===== config.mk =====
export PLATFORM = sky130hd
export DESIGN_NAME = imem_arbiter
export DESIGN_NICKNAME = d
export VERILOG_FILES = /design/src/rtl/imem_arb_pkg.sv /design/src/rtl/imem_arb_age.sv /design/src/rtl/imem_arbiter.sv
export SDC_FILE = /design/constraint.sdc
export NUM_CORES = 1
export LEC_CHECK = 0
export CAP_MARGIN = 20
export CORE_ASPECT_RATIO = 0.75
export CORE_UTILIZATION = 24
export CTS_CLUSTER_SIZE = 40
export DETAILED_ROUTE_END_ITERATION = 8
export GPL_ROUTABILITY_DRIVEN = 0
export GPL_TIMING_DRIVEN = 0
export HOLD_SLACK_MARGIN = 0.05
export PLACE_DENSITY = 0.67
export SLEW_MARGIN = 20
export SYNTH_ARGS = -nofsm -noshare
export SYNTH_HDL_FRONTEND = slang
export SYNTH_SLANG_ARGS = --single-unit

===== constraint.sdc =====
create_clock -name clk -period 2 [get_ports clk]
set_input_delay 0.2 -clock clk [delete_from_list [all_inputs] [get_ports clk]]
set_output_delay 0.2 -clock clk [all_outputs]
set_load 0.02 [all_outputs]

===== src/rtl/imem_arb_pkg.sv =====
// imem_arb_pkg: shared types and defaults for the instruction-memory arbiter.
//   owner_t    - who owns the response cycle of the access granted last cycle
//   AW_DEFAULT - default word-address width
package imem_arb_pkg;

  localparam int unsigned AW_DEFAULT = 30;
  localparam int unsigned DW         = 32;

  typedef enum logic [1:0] {
    OWN_NONE  = 2'd0,
    OWN_FETCH = 2'd1,
    OWN_LD_RD = 2'd2,
    OWN_LD_WR = 2'd3
  } owner_t;

endpackage


===== src/rtl/imem_arb_age.sv =====
// imem_arb_age: saturating count of consecutive cycles the loader lost to fetch.
//   clk, rst : clock, async active-high reset
//   inc      : loader requested and lost this cycle
//   clr      : loader granted this cycle (has priority over inc)
//   at_max   : count has reached AGE_MAX, loader must win next contention
module imem_arb_age #(
  parameter int unsigned AGE_MAX = 4
) (
  input  logic clk,
  input  logic rst,
  input  logic inc,
  input  logic clr,
  output logic at_max
);

  localparam int unsigned AGEW = (AGE_MAX < 1) ? 1 : $clog2(AGE_MAX + 1);

  logic [AGEW-1:0] r_age;

  assign at_max = (r_age == AGEW'(AGE_MAX));

  // Saturating counter; a grant always wins over an increment.
  always_ff @(posedge clk or posedge rst) begin
    if (rst) begin
      r_age <= '0;
    end else if (clr) begin
      r_age <= '0;
    end else if (inc && !at_max) begin
      r_age <= r_age + AGEW'(1);
    end
  end

endmodule


===== src/rtl/imem_arbiter.sv =====
// imem_arbiter: shares the single-port instruction memory between fetch and the
// UART loader. Fetch has priority; the age counter bounds loader starvation;
// boot gives the loader exclusive access.
//   fetch  : f_req, f_addr -> f_stall, f_valid, f_inst
//   loader : l_req, l_we, l_addr, l_wdata -> l_ack, l_rdata
//   memory : m_we, m_addr, m_wdata -> (registered address) -> m_rdata
// Grant is combinational; the response appears one cycle later, steered by owner.
module imem_arbiter
  import imem_arb_pkg::*;
#(
  parameter int unsigned AGE_MAX = 4,
  parameter int unsigned AW      = AW_DEFAULT
) (
  input  logic          clk,
  input  logic          rst,
  input  logic          boot,
  input  logic          f_req,
  input  logic [AW-1:0] f_addr,
  output logic          f_stall,
  output logic          f_valid,
  output logic [DW-1:0] f_inst,
  input  logic          l_req,
  input  logic          l_we,
  input  logic [AW-1:0] l_addr,
  input  logic [DW-1:0] l_wdata,
  output logic          l_ack,
  output logic [DW-1:0] l_rdata,
  output logic          m_we,
  output logic [AW-1:0] m_addr,
  output logic [DW-1:0] m_wdata,
  input  logic [DW-1:0] m_rdata
);

  owner_t        r_owner;
  owner_t        w_owner_nxt;
  logic [AW-1:0] r_addr_hold;
  logic          w_at_max;
  logic          w_l_win;
  logic          w_f_win;

  // Loader wins in boot, when alone, or once it has aged out.
  assign w_l_win = l_req & (boot | ~f_req | w_at_max);
  assign w_f_win = f_req & ~boot & ~w_l_win;

  imem_arb_age #(.AGE_MAX(AGE_MAX)) u_age (
    .clk    (clk),
    .rst    (rst),
    .inc    (l_req & ~w_l_win),
    .clr    (w_l_win),
    .at_max (w_at_max)
  );

  // Memory drive; the address holds its last value when nothing is granted.
  assign m_addr  = w_l_win ? l_addr : (w_f_win ? f_addr : r_addr_hold);
  assign m_we    = w_l_win & l_we;
  assign m_wdata = l_wdata;
  assign f_stall = f_req & ~w_f_win;

  always_ff @(posedge clk or posedge rst) begin
    if (rst) begin
      r_addr_hold <= '0;
    end else begin
      r_addr_hold <= m_addr;
    end
  end

  // Owner state register.
  always_ff @(posedge clk or posedge rst) begin
    if (rst) begin
      r_owner <= OWN_NONE;
    end else begin
      r_owner <= w_owner_nxt;
    end
  end

  // Next owner from this cycle's winner.
  always_comb begin
    w_owner_nxt = OWN_NONE;
    if (w_l_win) begin
      w_owner_nxt = l_we ? OWN_LD_WR : OWN_LD_RD;
    end else if (w_f_win) begin
      w_owner_nxt = OWN_FETCH;
    end
  end

  // Response steering for the access granted last cycle.
  always_comb begin
    f_valid = 1'b0;
    f_inst  = '0;
    l_ack   = 1'b0;
    l_rdata = '0;
    case (r_owner)
      OWN_FETCH: begin
        f_valid = 1'b1;
        f_inst  = m_rdata;
      end
      OWN_LD_RD: begin
        l_ack   = 1'b1;
        l_rdata = m_rdata;
      end
      OWN_LD_WR: begin
        l_ack   = 1'b1;
      end
      default: begin
        f_valid = 1'b0;
      end
    endcase
  end

endmodule


Word level (Yosys, flattened, before mapping)
Cells that the tools add are included.
{"block": "totals", "register_bits": 35, "in_bits": 130, "output_inout_bits": 130, "elab_cells": 35}
{"block": "classes", "add_sub_neg": 1, "n_eq_ne": 4, "mux": 11, "bitwise": 12, "n_reduce_logical": 4}
{"cell": "2-to-1 mux 32 bit", "n": 2}
{"cell": "2-to-1 mux 30 bit", "n": 2}
{"cell": "AND 1 bit", "n": 6}
{"cell": "2-to-1 mux 3 bit", "n": 2}
{"cell": "equality test 2 bit, second input constant", "n": 2}
{"cell": "2-to-1 mux 1 bit", "n": 4}
{"cell": "inverter 1 bit", "n": 4}
{"cell": "adder 3 x 1 -> 3 bit, second input constant", "n": 1}
{"cell": "equality test 3 bit, second input constant", "n": 1}
{"cell": "equality test 2 x 1 -> 1 bit, second input constant", "n": 1}
{"cell": "2-to-1 mux 2 bit", "n": 1}
{"cell": "OR 1 bit", "n": 2}
{"cell": "nonzero test 2 bit", "n": 1}
{"cell": "OR reduction 2 bit", "n": 1}
{"cell": "logical AND 1 bit", "n": 1}
{"cell": "logical NOT 1 bit", "n": 1}

Depth between registers and ports, before layout
Gate-level depths: netlist (run 1).
{"block": "depth", "ltp_word": 9, "mapped_depth": 8, "depth_no_buf": 6}

Modules after synthesis
Synthesis (run 1) repeated with hierarchy kept, for this count alone.
{"block": "unflattened", "cells_unflattened": 232, "hier_area_um2": 2711.4}
{"module": "imem_arbiter", "n_inst": 1, "cells_each": 213, "area_each_um2": 2514.9, "seq_area_each_um2": 800.8}
{"module": "imem_arb_age", "n_inst": 1, "cells_each": 19, "area_each_um2": 196.4, "seq_area_each_um2": 75.1}

Worst setup path before layout (run 1)
OpenSTA, ideal clock, no wires.
{"block": "synth_timing", "kind": "reg2out", "from": "register u_age.r_age[0]", "to": "output m_addr[10]", "arrival_time_ns": 1.472, "required_time_ns": 1.800, "slack_ns": 0.328, "path_stages_with_launch": 8, "n_path_buf": 2, "path_cell_list": "dfrtp_1 -> inv_1 -> ha_1 -> nand2_4 -> a21bo_1 -> buf_6 -> buf_12 -> mux2_4"}
{"block": "synth_via", "elab_chain_len": 7}
{"item": "start: declaration", "line_no": "imem_arb_age.sv:18", "rtl": "logic [AGEW-1:0] r_age;"}
{"item": "start signal: assignment", "line_no": "imem_arb_age.sv:29", "rtl": "r_age <= r_age + AGEW'(1);"}
{"item": "equality test 3 bit (*)", "line_no": "imem_arb_age.sv:20", "rtl": "assign at_max = (r_age == AGEW'(AGE_MAX));"}
{"item": "OR 1 bit (*)", "line_no": "imem_arbiter.sv:42", "rtl": "assign w_l_win = l_req & (boot | ~f_req | w_at_max);"}
{"item": "AND 1 bit (*)", "line_no": "imem_arbiter.sv:42"}
{"item": "inverter 1 bit", "line_no": "imem_arbiter.sv:43", "rtl": "assign w_f_win = f_req & ~boot & ~w_l_win;"}
{"item": "AND 1 bit", "line_no": "imem_arbiter.sv:43"}
{"item": "2-to-1 mux 30 bit", "line_no": "imem_arbiter.sv:54", "rtl": "assign m_addr = w_l_win ? l_addr : (w_f_win ? f_addr : r_addr_hold);"}
{"item": "2-to-1 mux 30 bit (*)", "line_no": "imem_arbiter.sv:54"}
{"item": "end: declaration", "line_no": "imem_arbiter.sv:29", "rtl": "output logic [AW-1:0] m_addr,"}
Mark *: on every way between the ends. The rest lies on a longest branch, timed or not.

Worst setup path in the final report (run 1)
{"block": "layout_timing", "from": "register u_age.r_age[1]", "to": "output m_addr[4]"}
The elaborated chain is that of the path after synthesis.

==> results of run 1 <==
[cell families after synthesis]
kind of cell             count (synthesis)  synth area share [%]
buffers and inverters                   51                  14.6
multiplexers                            61                  32.5
AND/OR/NAND/NOR                         74                  17.8
AO/OA/AOI/OAI                            4                  1.03
XOR/XNOR                                 1                 0.328
flip-flops                              35                  32.8
adder cells (fa/ha/maj)                  2                 0.936
[timing repair]
item	in CTS	in global routing
pin swaps	2	0
endpoints found under the hold margin	0	0
gates resized for setup	249	13
endpoints found under the setup margin	95	31
gates cloned	1	1
setup buffers	4	5
[cells in the mapped netlist (all sizes together)]
| cell type | n |
|---|---|
| nand2 | 2 |
| o21a | 1 |
| buf | 39 |
| xor2 | 1 |
| mux2 | 60 |
| nand2b | 1 |
| nor2b | 3 |
| dfrtp | 35 |
| nor2 | 2 |
| inv | 5 |
| a21bo | 1 |
| mux2i | 1 |
| and2 | 64 |
| nand4 | 2 |
| ha | 2 |
| clkbuf | 7 |
| o21ai | 2 |
[registers in the layout, indices dropped and copies added (netlist names)]
name	flops
r_addr_hold	30
r_owner	2
u_age.r_age	3
[layer usage]
metal | vias up | wire length, µm | global-route usage, % | part of all wire [%]
met5 | - | 0 | 0 | 0
met4 | 0 | 106 | 4.02 | 1.1
met3 | 6 | 868 | 4.15 | 9.3
met2 | 121 | 4720 | 27.6 | 50
met1 | 1138 | 3660 | 18.0 | 39
li1 | 1202 | - | - | -
[worst max-delay path by stage]
stage	cells past startpoint	slack [ns]	startpoint	to
floorplan	7	0.33	u_age.r_age[0]	m_addr[10]
global placement	6	-0.51	boot	m_addr[25]
finish	8	-0.08	u_age.r_age[1]	m_addr[4]
detailed placement	6	-0.52	boot	m_addr[24]
global route	8	-0.15	u_age.r_age[0]	m_addr[4]
CTS	8	-0.12	u_age.r_age[1]	m_addr[10]
[power groups by stage]
| stage | clock, µW | sequential, µW | combinational [µW] |
|---|---|---|---|
| final | 740 | 828 | 1410 |
| after global routing | 807 | 836 | 1490 |
| after CTS | 770 | 828 | 1380 |
| after detailed placement | 0 | 838 | 1390 |
| after global placement | 0 | 835 | 1370 |
| after floorplan | 0 | 829 | 746 |
[final cells by class]
type	count	area [µm²]	share of cell area, %
buffer	46	394	7.31
inverter	5	18.8	0.348
timing repair buffer	239	2360	43.8
clock buffer	7	133	2.46
clock inverter	1	5.00	0.0928
tap	136	170	3.15
sequential	35	876	16.2
multi-input combinational	142	1430	26.6
[through the flow]
| step | hold slack [ns] | power [µW] | instances |
|---|---|---|---|
| after floorplan | 0.296 | 1580 | 228 |
| after global placement | 0.567 | 2210 | 591 |
| after detailed placement | 0.539 | 2220 | 592 |
| after CTS | 0.244 | 2980 | 605 |
| after global routing | 0.262 | 3140 | 611 |
| final | 0.238 | 2970 | 611 |
==> summary.md, run 1 <==
The critical path is of the reg -> out type. The clock latency on the worst-skew pair came out at 0.27 ns. The detail route stage leaves a number of antenna-violating nets equal to 0.

The tools report the number of nets in the finished design as 606. The region available for standard cell placement spans 0.0106 mm². After filler insertion, the fill cell instance count of the layout stands at 977.

The tools report the setup-violating endpoint count in the final report as 29. The most common cell after layout, fill and taps aside is sky130_fd_sc_hd__clkdlybuf4s50_1. Cell at the root of the clock tree: sky130_fd_sc_hd__clkbuf_16. The layout overhead on the synthesized area is 102%. The routed wirelength normalized by instance count came out at 15.3 µm. The initial utilization of the core area, before any placement, comes to 25.3%. Walking the worst path, the cells encountered are inv_2 > ha_4 > nand2_4 > a21bo_1 > buf_12 > clkbuf_16 > mux2_4 > buf_6. The final core area utilization was 51.0%; the synthesized cell area was 0.00267 mm².

The final reports fail on negative setup slack. Number of antenna violations at the first check in global routing: 0. The total of flip-flops plus latches after synthesis works out to 35.

Dividing total power by cell area gives a power density of 551 mW/mm². The detailed-router iteration count before antenna repair was 3. The logs give 0 for the warning count from the yosys run and 360 for the number of nets produced by synthesis. The largest individual stage delay along the critical path comes from the cell sky130_fd_sc_hd__dfrtp_1.

The total of hold buffers inserted after clock tree synthesis was 0; the setup slack after layout was -0.0814 ns. The tools report the endpoint kind of the worst setup timing path as a primary output. The tools report the sequential share of power as 27.8%. Number of buffers on the longest clock path: 2.

The worst register-to-register path has a depth of 8. The transition time at the pin with the least slew margin came out at 0.413 ns. In this run the critical register-to-register path is launched from u_age.r_age[1].

The global-route usage over all layers is 15.5%, and the switching power is 883 µW. TritonCTS built the clock tree. The buffering stage count on the worst path with inverters included works out to 4. Summing all non-filler instances in the final layout gives an area of 0.00539 mm².

The run gives 0.00274 µW as the static leakage power. Kind of start point of the critical path: a flip-flop. The data arrival time at the worst-slack endpoint is 1.88 ns.

The count of buffers added on input and output ports is 227. The cell type group with the largest total delay on the critical path was buffers and inverters. In this run, CTS created clock tree buffers numbering 5. The run finished, with violations left. The remaining max-slew budget at the tightest pin came out at 72.4%.

The die is 124 µm wide. The min-delay analysis places its worst path in the category in -> async. The internal power of the cells totals 2090 µW. Post-route clock skew: 0.00588 ns. Leaving out fill and tap cells, the most frequent cells in the layout are sky130_fd_sc_hd__clkdlybuf4s50_1, sky130_fd_sc_hd__and2_1, sky130_fd_sc_hd__dlygate4sd2_1. The full die area was 0.0116 mm²; the via density per instance was 4.04. Setup repair after global routing could not meet its margin everywhere.

In the post-synthesis netlist, the biggest area contributors are sky130_fd_sc_hd__dfrtp_1, sky130_fd_sc_hd__mux2_4, sky130_fd_sc_hd__and2_1. Along the worst path, the maximum fanout reaches 8. The highest clock rate was 480 MHz. The count of different cell masters after synthesis came out at 23. After clock tree synthesis, the clock-pin slew on the worst setup and hold paths is 0.05 ns. The run gives 0 as the number of maximum-capacitance constraint violations. The largest total area in the synthesized netlist belongs to sky130_fd_sc_hd__dfrtp_1. The count of final hold-check violations came out at 0. Of the cells placed in the final design, the portion with a size suffix greater than 1 is 34.7%. The max-slew violation total from the final report was 0; the final period demand of the worst path was 2.08 ns. In this run the core area contains 32 standard-cell rows.

The logs give 47.3% for the part of the total power dissipated in combinational logic and 0 for the antenna diode instance count. The tools report the I/O pin total as 260. Once placement finished, the instance area stood at 0.00514 mm².

IR analysis of the VDD net gives a maximum drop of 377 µV. The cell count after synthesis came out at 228. After detailed routing, the number of remaining DRC violations is 0. The register-to-register setup slack is 0.31 ns. Number of DRC markers after the initial detailed-route iteration: 45. The clock network accounts for 24.9% of the total power. The first global-routing pass estimated 13,600 µm of wire. The tools report the total routed wirelength as 9350 µm.

Net switching is 29.7% of the power. The tree built by TritonCTS fans out to 35 sinks. The half-perimeter wire length of the detailed placement result is 7820 µm. The top cell type by area accounts for 32.8% of the synthesized area.

Prior to clock tree synthesis, the placed netlist has a worst setup slack of -0.522 ns. Across all layers, the routed design uses 2,467 vias. The maximum cell stage delay along the critical path was 0.39 ns; the residual overflow from global routing was 0. The pin count of the biggest net entering global routing is 21, and the level count of the clock H-tree is 2. The mean cell area of the mapped netlist was 11.7 µm².

The via count of the first global-routing pass is 2,514, and the required arrival time at the worst endpoint is 1.80 ns. From bottom edge to top edge, the die measures 93.4 µm. The share of the yosys chip area belonging to registers was 32.8%.

The worst path uses 104% of the clock period. Terminus of the critical flop-to-flop path: r_addr_hold[14]. Summed over all failing endpoints, the final setup total negative slack is -1.90 ns.
Power figures use the tool's default switching activity.
==> inputs of run 2 (changes only) <==
--- a/config.mk
+++ b/config.mk
@@ -10,10 +10,11 @@
 export CORE_UTILIZATION = 24
 export CTS_CLUSTER_SIZE = 40
 export DETAILED_ROUTE_END_ITERATION = 8
+export DONT_BUFFER_PORTS = 1
 export GPL_ROUTABILITY_DRIVEN = 0
 export GPL_TIMING_DRIVEN = 0
 export HOLD_SLACK_MARGIN = 0.05
-export PLACE_DENSITY = 0.67
+export PLACE_DENSITY = 0.34
 export SLEW_MARGIN = 20
 export SYNTH_ARGS = -nofsm -noshare
 export SYNTH_HDL_FRONTEND = slang
==> summary.md, run 2 (synthesis results as in run 1) <==
The flow ran to the end, and the final reports show no timing, DRC or antenna violations. The global-route wire length before repair was 9430 µm (-31%). The number of flip-flops under the largest register name was 30 (unchanged); the half-perimeter wire length of the detailed placement result was 5360 µm (-31%). The run gives 0.0964 ns (-0.142 ns) as the post-route worst hold slack. The layout overhead on the synthesized area works out to 16.8%. First element of the critical path: u_age.r_age[0]. The worst hold path startpoint is l_we. For the number of nets in the finished design, the log shows 377 (-38%). Transition time at the pin with the least slew margin: 0.319 ns (-0.0945 ns). The path class of the tightest hold or removal check is in -> reg. The run gives 0 (unchanged) as the number of antenna violations at the first check in global routing. Register with the most flip-flops: r_addr_hold. The logs give 0.36 ns (+0.05 ns) for the register-to-register setup slack and 382 (-37%) for the final standard cell count with taps included and fillers excluded. The final period demand of the worst path was 1.98 ns (-0.0968 ns).

The logs give 0.0155 ns (+0.0968 ns) for the setup slack after layout and 1.80 ns (about the same) for the required arrival time at the worst endpoint. Post-route clock period utilization: 99.2% (-4.8 points). The tools report the final routed DRC violation total as 0 (unchanged). In the final layout, the registers with the most flip-flops are r_addr_hold x30, u_age.r_age x3, r_owner x2. The via density per instance works out to 4.34 (+7.5%).

The layout cell share with drive strength beyond 1 works out to 51.2% (+16 points). The tools report the kind of start point of the critical path as a flip-flop. The tools report the cell at the root of the clock tree as sky130_fd_sc_hd__clkbuf_16. The CTS buffer count is 5 (unchanged). The residual overflow from global routing is 0 (unchanged), and the remaining max-slew budget at the tightest pin is 78.6% (+6.2 points). The logs give 504 MHz (+4.9%) for the highest clock rate and 1,101 (+13%) for the fill cell total of the finished layout. The worst setup path is of the reg -> out kind.

The library cells used most frequently in the layout, excluding fill and tap cells, are sky130_fd_sc_hd__and2_1, sky130_fd_sc_hd__mux2_4, sky130_fd_sc_hd__buf_4. The routed wirelength normalized by instance count was 18.0 µm (+18%). TritonCTS built the clock tree. The post-route clock skew was 0.00601 ns (+0.000136 ns). The most common cell after layout, fill and taps aside is sky130_fd_sc_hd__and2_1.

Number of antenna-violating nets in the routed design: 0 (unchanged). The register area is 876 µm² (unchanged), and the full die area is 0.0116 mm² (unchanged). The floorplan core area is 0.0106 mm² (unchanged). The run gives 0.00151 µW (-45%) as the static leakage power.

Reg-to-reg startpoint: u_age.r_age[0]. The worst setup path is captured at a primary output. The I/O pin total is 260 (unchanged), and the count of buffers from port buffering is 0 (-100%). Number of DRC markers after the initial detailed-route iteration: 15 (-67%). The run gives 4 (+1) as the detailed-router iteration count before antenna repair. The total routed wirelength is 6870 µm (-26%), and the die height is 93.4 µm (unchanged). The power per standard cell area was 780 mW/mm² (+41%); the global-route usage over all layers was 11.1% (-4.3 points).

Worst setup slack after placement: -0.104 ns (+0.418 ns). The number of cells after detailed placement was 365 (-38%); the cell area after layout was 0.00312 mm² (-42%). The run gives 32 (unchanged) as the number of cell rows. Setup repair after global routing could not meet its margin everywhere. The run gives 29.5% (-22 points) as the final core area utilization.

Instance area at placement: 0.00286 mm² (-44%). The run gives 2 (unchanged) as the number of buffers on the longest clock path. The tools report the pin count of the biggest net entering global routing as 28 (+33%). The initial core utilization is 25.3% (unchanged), and the sink count of the clock tree is 35 (unchanged). The highest fanout seen on the critical path is 7 (-1), and the horizontal die dimension is 124 µm (unchanged). The tools report the multi-input combinational cell area as 0.00143 mm² (-0.18%). The max-slew violation total from the final report is 0 (unchanged), and the antenna diode instance count is 0 (unchanged). The via count of the first global-routing pass is 1,663 (-34%).

For the setup-violating endpoint count in the final report, the log shows 0 (-100%). The data arrival time at the worst-slack endpoint is 1.78 ns (-0.10 ns). The run gives 0.28 ns (about the same) as the clock latency on the worst-skew pair. Count of final hold-check violations: 0 (unchanged). The run gives 1,658 (-33%) as the detailed-route via count. The number of maximum-capacitance constraint violations was 0 (unchanged). The run gives 290 µV (-23%) as the maximum resistive drop on vdd. The level count of the clock H-tree was 2 (unchanged); the clock input transition at the sequential cells of the worst setup and hold paths was 0.05 ns (about the same).
[run 2: layer usage]
layer  vias to the layer above  share of wire, %  global-route usage (%)
met3                         8               9.8                    4.15
met5                         -                 0                       0
met2                       119                53                    19.6
met4                         0               1.0                    3.31
met1                       788                36                    12.4
li1                        743                 -                       -
[run 2: worst max-delay path, cell delays in order, from the launching register on]
cell,delay (ns)
sky130_fd_sc_hd__dfrtp_1,0.39
sky130_fd_sc_hd__inv_2,0.09
sky130_fd_sc_hd__ha_4,0.15
sky130_fd_sc_hd__nand2_4,0.04
sky130_fd_sc_hd__a21bo_1,0.17
sky130_fd_sc_hd__buf_6,0.15
sky130_fd_sc_hd__clkbuf_16,0.16
sky130_fd_sc_hd__mux2_4,0.34
[run 2: timing repair]
item | CTS | global route
endpoints found under the hold margin | 37 | 0
endpoints found under the setup margin | 59 | 39
pin swaps | 1 | 2
hold buffers | 2 | 0
buffers inserted | 2 | 4
gates resized for setup | 8 | 5
gates cloned | 0 | 1
[run 2: final timing paths]
| check | endpoint | depth (start not counted) |
|---|---|---|
| max in group asynchronous | r_addr_hold[18] | 3 |
| max | m_addr[18] | 7 |
| min reg2reg | u_age.r_age[1] | 2 |
| max reg2reg | r_addr_hold[18] | 7 |
| min | r_owner[0] | 2 |
| min in group asynchronous | r_addr_hold[3] | 2 |
[run 2: cell type report]
cell class | count | share of cell area (%)
multi-input cells | 142 | 45.9
flip-flops and latches | 35 | 28.1
plain buffers | 46 | 12.1
well taps | 136 | 5.45
clock buffers | 7 | 4.25
repair buffers | 10 | 3.53
inverters | 5 | 0.601
clock inverters | 1 | 0.160
[run 2: where the power goes]
| group | internal (µW) | switching [µW] | leakage (µW) |
|---|---|---|---|
| Combinational | 382 | 470 | 0.00103 |
| Sequential | 800 | 28.5 | 0.000416 |
| Clock | 460 | 292 | 0.0000679 |
| Total | 1640 | 790 | 0.00151 |
[run 2: stage by stage]
| stage | total power, µW | TNS [ns] |
|---|---|---|
| after floorplan | 1580 | 0 |
| after global placement | 1670 | 0 |
| after detailed placement | 1670 | -0.595 |
| after CTS | 2470 | 0 |
| after global routing | 2570 | -1.06 |
| final | 2430 | 0 |
==> inputs of run 3 (changes only) <==
--- a/config.mk
+++ b/config.mk
@@ -18,4 +18,5 @@
 export SLEW_MARGIN = 20
 export SYNTH_ARGS = -nofsm -noshare
 export SYNTH_HDL_FRONTEND = slang
+export SYNTH_HIERARCHICAL = 1
 export SYNTH_SLANG_ARGS = --single-unit
==> summary.md, run 3 <==
Number of cell rows: 33 (+3.1%). For the max-slew violation total from the final report, the log shows 0 (unchanged). Among all flip-flop cells after synthesis, the most frequent one is sky130_fd_sc_hd__dfrtp_1.

For the initial core utilization, the log shows 24.8% (-0.50 points). sky130_fd_sc_hd__and2_1 is the most common cell in the netlist. Cell type with the largest total area after synthesis: sky130_fd_sc_hd__dfrtp_1. Number of nets in the finished design: 381 (+1.1%).

The tools report the worst hold path startpoint as l_we. The number of buffers on the longest clock path is 2 (unchanged), and the number of cells on the worst reg-to-reg path is 6 (-1). The horizontal die dimension was 125 µm (+0.71%); the proportion of netlist area held by the largest area contributor was 32.3% (-0.47 points). The CTS buffer count was 5 (unchanged). The run gives 0 (unchanged) as the antenna diode instance count. The maximum resistive drop on vdd is 365 µV (+26%), and the via density per instance is 4.39 (+1.1%). The run gives 0.00317 ns (-0.00285 ns) as the post-route clock skew.

The worst setup path is launched from a flip-flop. The hold path endpoint is r_owner[0]. The total of flip-flops plus latches after synthesis is 35 (unchanged), and the warning count from the yosys run is 6 (+6). In this run the worst hold path is classified as in -> reg. The signal on the critical path passes through inv_2 > ha_4 > and2_4 > o21ai_4 > buf_12 > buf_12 > buf_12 > mux2_4. The share of the yosys chip area belonging to registers is 32.3% (-0.47 points), and the cell area after layout is 0.00325 mm² (+4.3%).

The instance area at placement was 0.00291 mm² (+1.5%); the setup-violating endpoint count in the final report was 23 (+23). TritonCTS built the clock tree. First element of the critical path: u_age/r_age[0]. The logs give 4 (unchanged) for the detailed-router iteration count before antenna repair and 0 (unchanged) for the residual overflow from global routing.

The layout cell share with drive strength beyond 1 is 51.6% (+0.38 points), and the full die area is 0.0117 mm² (+1.4%). The maximum cell stage delay along the critical path is 0.37 ns (-0.02 ns), and the number of antenna violations at the first check in global routing is 0 (unchanged). The number of synthesized flops with an enable pin was 0 (unchanged); the half-perimeter wire length of the detailed placement result was 5660 µm (+5.6%). Master of the slowest instance on the critical path: sky130_fd_sc_hd__dfrtp_1.

The run gives 0.28 ns (about the same) as the clock latency on the worst-skew pair. Transition time at the pin with the least slew margin: 0.434 ns (+0.115 ns). By instance count, the cell type seen most on the critical path is sky130_fd_sc_hd__buf_12. For the required arrival time at the worst endpoint, the log shows 1.80 ns (about the same). The setup slack after layout is -0.0697 ns (-0.0852 ns), and the register-to-register setup slack is 0.26 ns (-0.10 ns).

The tools report the global-route usage over all layers as 11.3% (+0.12 points). Global-route wire length before repair: 10,000 µm (+6.2%). The die height was 94.1 µm (+0.71%). The run gives 0.00159 µW (+5.4%) as the static leakage power. The root buffer cell chosen for the clock tree is sky130_fd_sc_hd__clkbuf_16. Level count of the clock H-tree: 2 (unchanged). The post-synthesis async set-or-reset flop share was 100% (unchanged). The layout overhead on the synthesized area was 20.0%.

The commonest cells after synthesis are sky130_fd_sc_hd__and2_1, sky130_fd_sc_hd__mux2_4, sky130_fd_sc_hd__dfrtp_1, sky130_fd_sc_hd__buf_4. In this run the critical register-to-register path is launched from u_age/r_age[0]. The hold-critical path depth came out at 2 (unchanged). The register with the most flip-flops is r_addr_hold.

The flow ran to the end, but the final reports show violations. The checks that failed: negative setup slack. Clock input transition at the sequential cells of the worst setup and hold paths: 0.06 ns (about the same).

The worst setup path is captured at a primary output. The count of final hold-check violations is 0 (unchanged). The count of buffers from port buffering was 0 (unchanged); the post-route clock period utilization was 103% (+4.3 points). Floorplan core area: 0.0109 mm² (+3.5%). The total routed wirelength is 7130 µm (+3.7%). For the via count of the first global-routing pass, the log shows 1,675 (+0.72%). The tools report the highest clock rate as 483 MHz (-4.1%).

The tools report the number of nets produced by synthesis as 364 (+1.1%). The tools report the I/O pin total as 260 (unchanged). Data arrival time at the worst-slack endpoint: 1.87 ns (+0.09 ns). The mean cell area of the mapped netlist is 11.7 µm² (-0.30%), and the count of different cell masters after synthesis is 22 (-4.3%). The number of cells produced by synthesis is 232 (+1.8%), and the remaining max-slew budget at the tightest pin is 70.9% (-7.7 points). The total power after layout is 2590 µW (+6.6%), and the post-route worst hold slack is 0.0907 ns (-0.00571 ns). For the pin count of the biggest net entering global routing, the log shows 30 (+7.1%).

The library cells used most frequently in the layout, excluding fill and tap cells, are sky130_fd_sc_hd__and2_1, sky130_fd_sc_hd__mux2_4, sky130_fd_sc_hd__buf_4. Final period demand of the worst path: 2.07 ns (+0.0852 ns). The run gives 55 (+40) as the number of DRC markers after the initial detailed-route iteration. The synthesized cell area was 0.00271 mm² (+1.5%); the routed wirelength normalized by instance count was 18.3 µm (+1.6%).

Setup repair after global routing could not meet its margin everywhere. The run gives 0 (unchanged) as the number of maximum-capacitance constraint violations. The sink count of the clock tree is 35 (unchanged). Number of flip-flops under the largest register name: 30 (unchanged). The worst register-to-register path ends at u_age/r_age[0]. In the post-synthesis netlist, the biggest area contributors are sky130_fd_sc_hd__dfrtp_1, sky130_fd_sc_hd__mux2_4, sky130_fd_sc_hd__and2_1. Final routed DRC violation total: 0 (unchanged). The largest registers in the layout are r_addr_hold x30, u_age/r_age x3, r_owner x2.

The number of antenna-violating nets in the routed design was 0 (unchanged); the detailed-route via count was 1,712 (+3.3%). By startpoint and endpoint, the worst setup path is classified as reg -> out. The power per standard cell area was 797 mW/mm² (+2.2%).

The library cell used most frequently in the layout, excluding fill and tap cells, is sky130_fd_sc_hd__and2_1. The highest fanout seen on the critical path came out at 5 (-2).
## run 3: changes by cell type in the layout (fill, tap and decap cells not counted), sizes merged, moves of 2 or more
cell	delta
nand2	-2
nand2b	+2
clkbuf	-3
buf	+2
nand4	-2
## run 3: layout make-up
cell class              instances  area, µm²
inverters                       6       22.5
plain buffers                  46        373
clock buffers                   5        125
fillers                      1113       7690
well taps                     140        175
clock inverters                 3       43.8
repair buffers                 10        139
flip-flops and latches         35        876
multi-input cells             145       1500
## run 3: worst max-delay path by stage
stage	depth (start not counted)	endpoint
finish	8	m_addr[20]
detailed placement	6	m_addr[4]
global route	8	m_addr[20]
global placement	6	m_addr[20]
floorplan	6	m_addr[10]
CTS	8	m_addr[20]
## run 3: stage by stage
step	cells	setup WS, ns	utilization, %	setup TNS, ns
finish	390	-0.0697	29.7	-0.598
global route	390	-0.135	29.7	-2.35
CTS	390	-0.0800	29.7	-0.791
detailed placement	373	0.00951	26.6	0
global placement	372	0.0390	26.4	0
floorplan	232	0.202	-	0
## run 3: cell families (layout without fill, tap and decap cells)
group,after synthesis,count (layout),synth area share [%]
and+or+nand+nor,76,76,17.8
muxes,63,63,34.0
buffers and inverters,52,70,13.6
DFF,35,35,32.3
AOI/OAI and AO/OA,4,4,1.48
adders and majority gates,2,2,0.923
## run 3: report_power, final
group          internal (µW)  switching (µW)
Combinational            402             471
Sequential               798            26.9
Clock                    587             308
Total                   1790             806
## run 3: metal layers
layer,GRT usage (%),routed length [µm]
met1,15.0,3130
met2,17.1,3320
met3,4.38,641
met4,2.41,40
met5,0,0
## run 3: what timing repair did
item / in CTS / in global routing
hold buffers: 1 / 0
pin swaps: 2 / 0
resized for setup: 17 / 2
cloned: 1 / 0
buffers inserted: 7 / 0
setup endpoints to repair: 41 / 52
hold endpoints to repair: 35 / 0
## run 3: worst max-delay path: cells and delay by family, from the launching register on
family,cells,cell delay (ns)
AND/OR/NAND/NOR,1,0.16
flip-flops,1,0.37
multiplexers,1,0.34
buffers and inverters,4,0.43
AO/OA/AOI/OAI,1,0.14
adder cells (fa/ha/maj),1,0.15
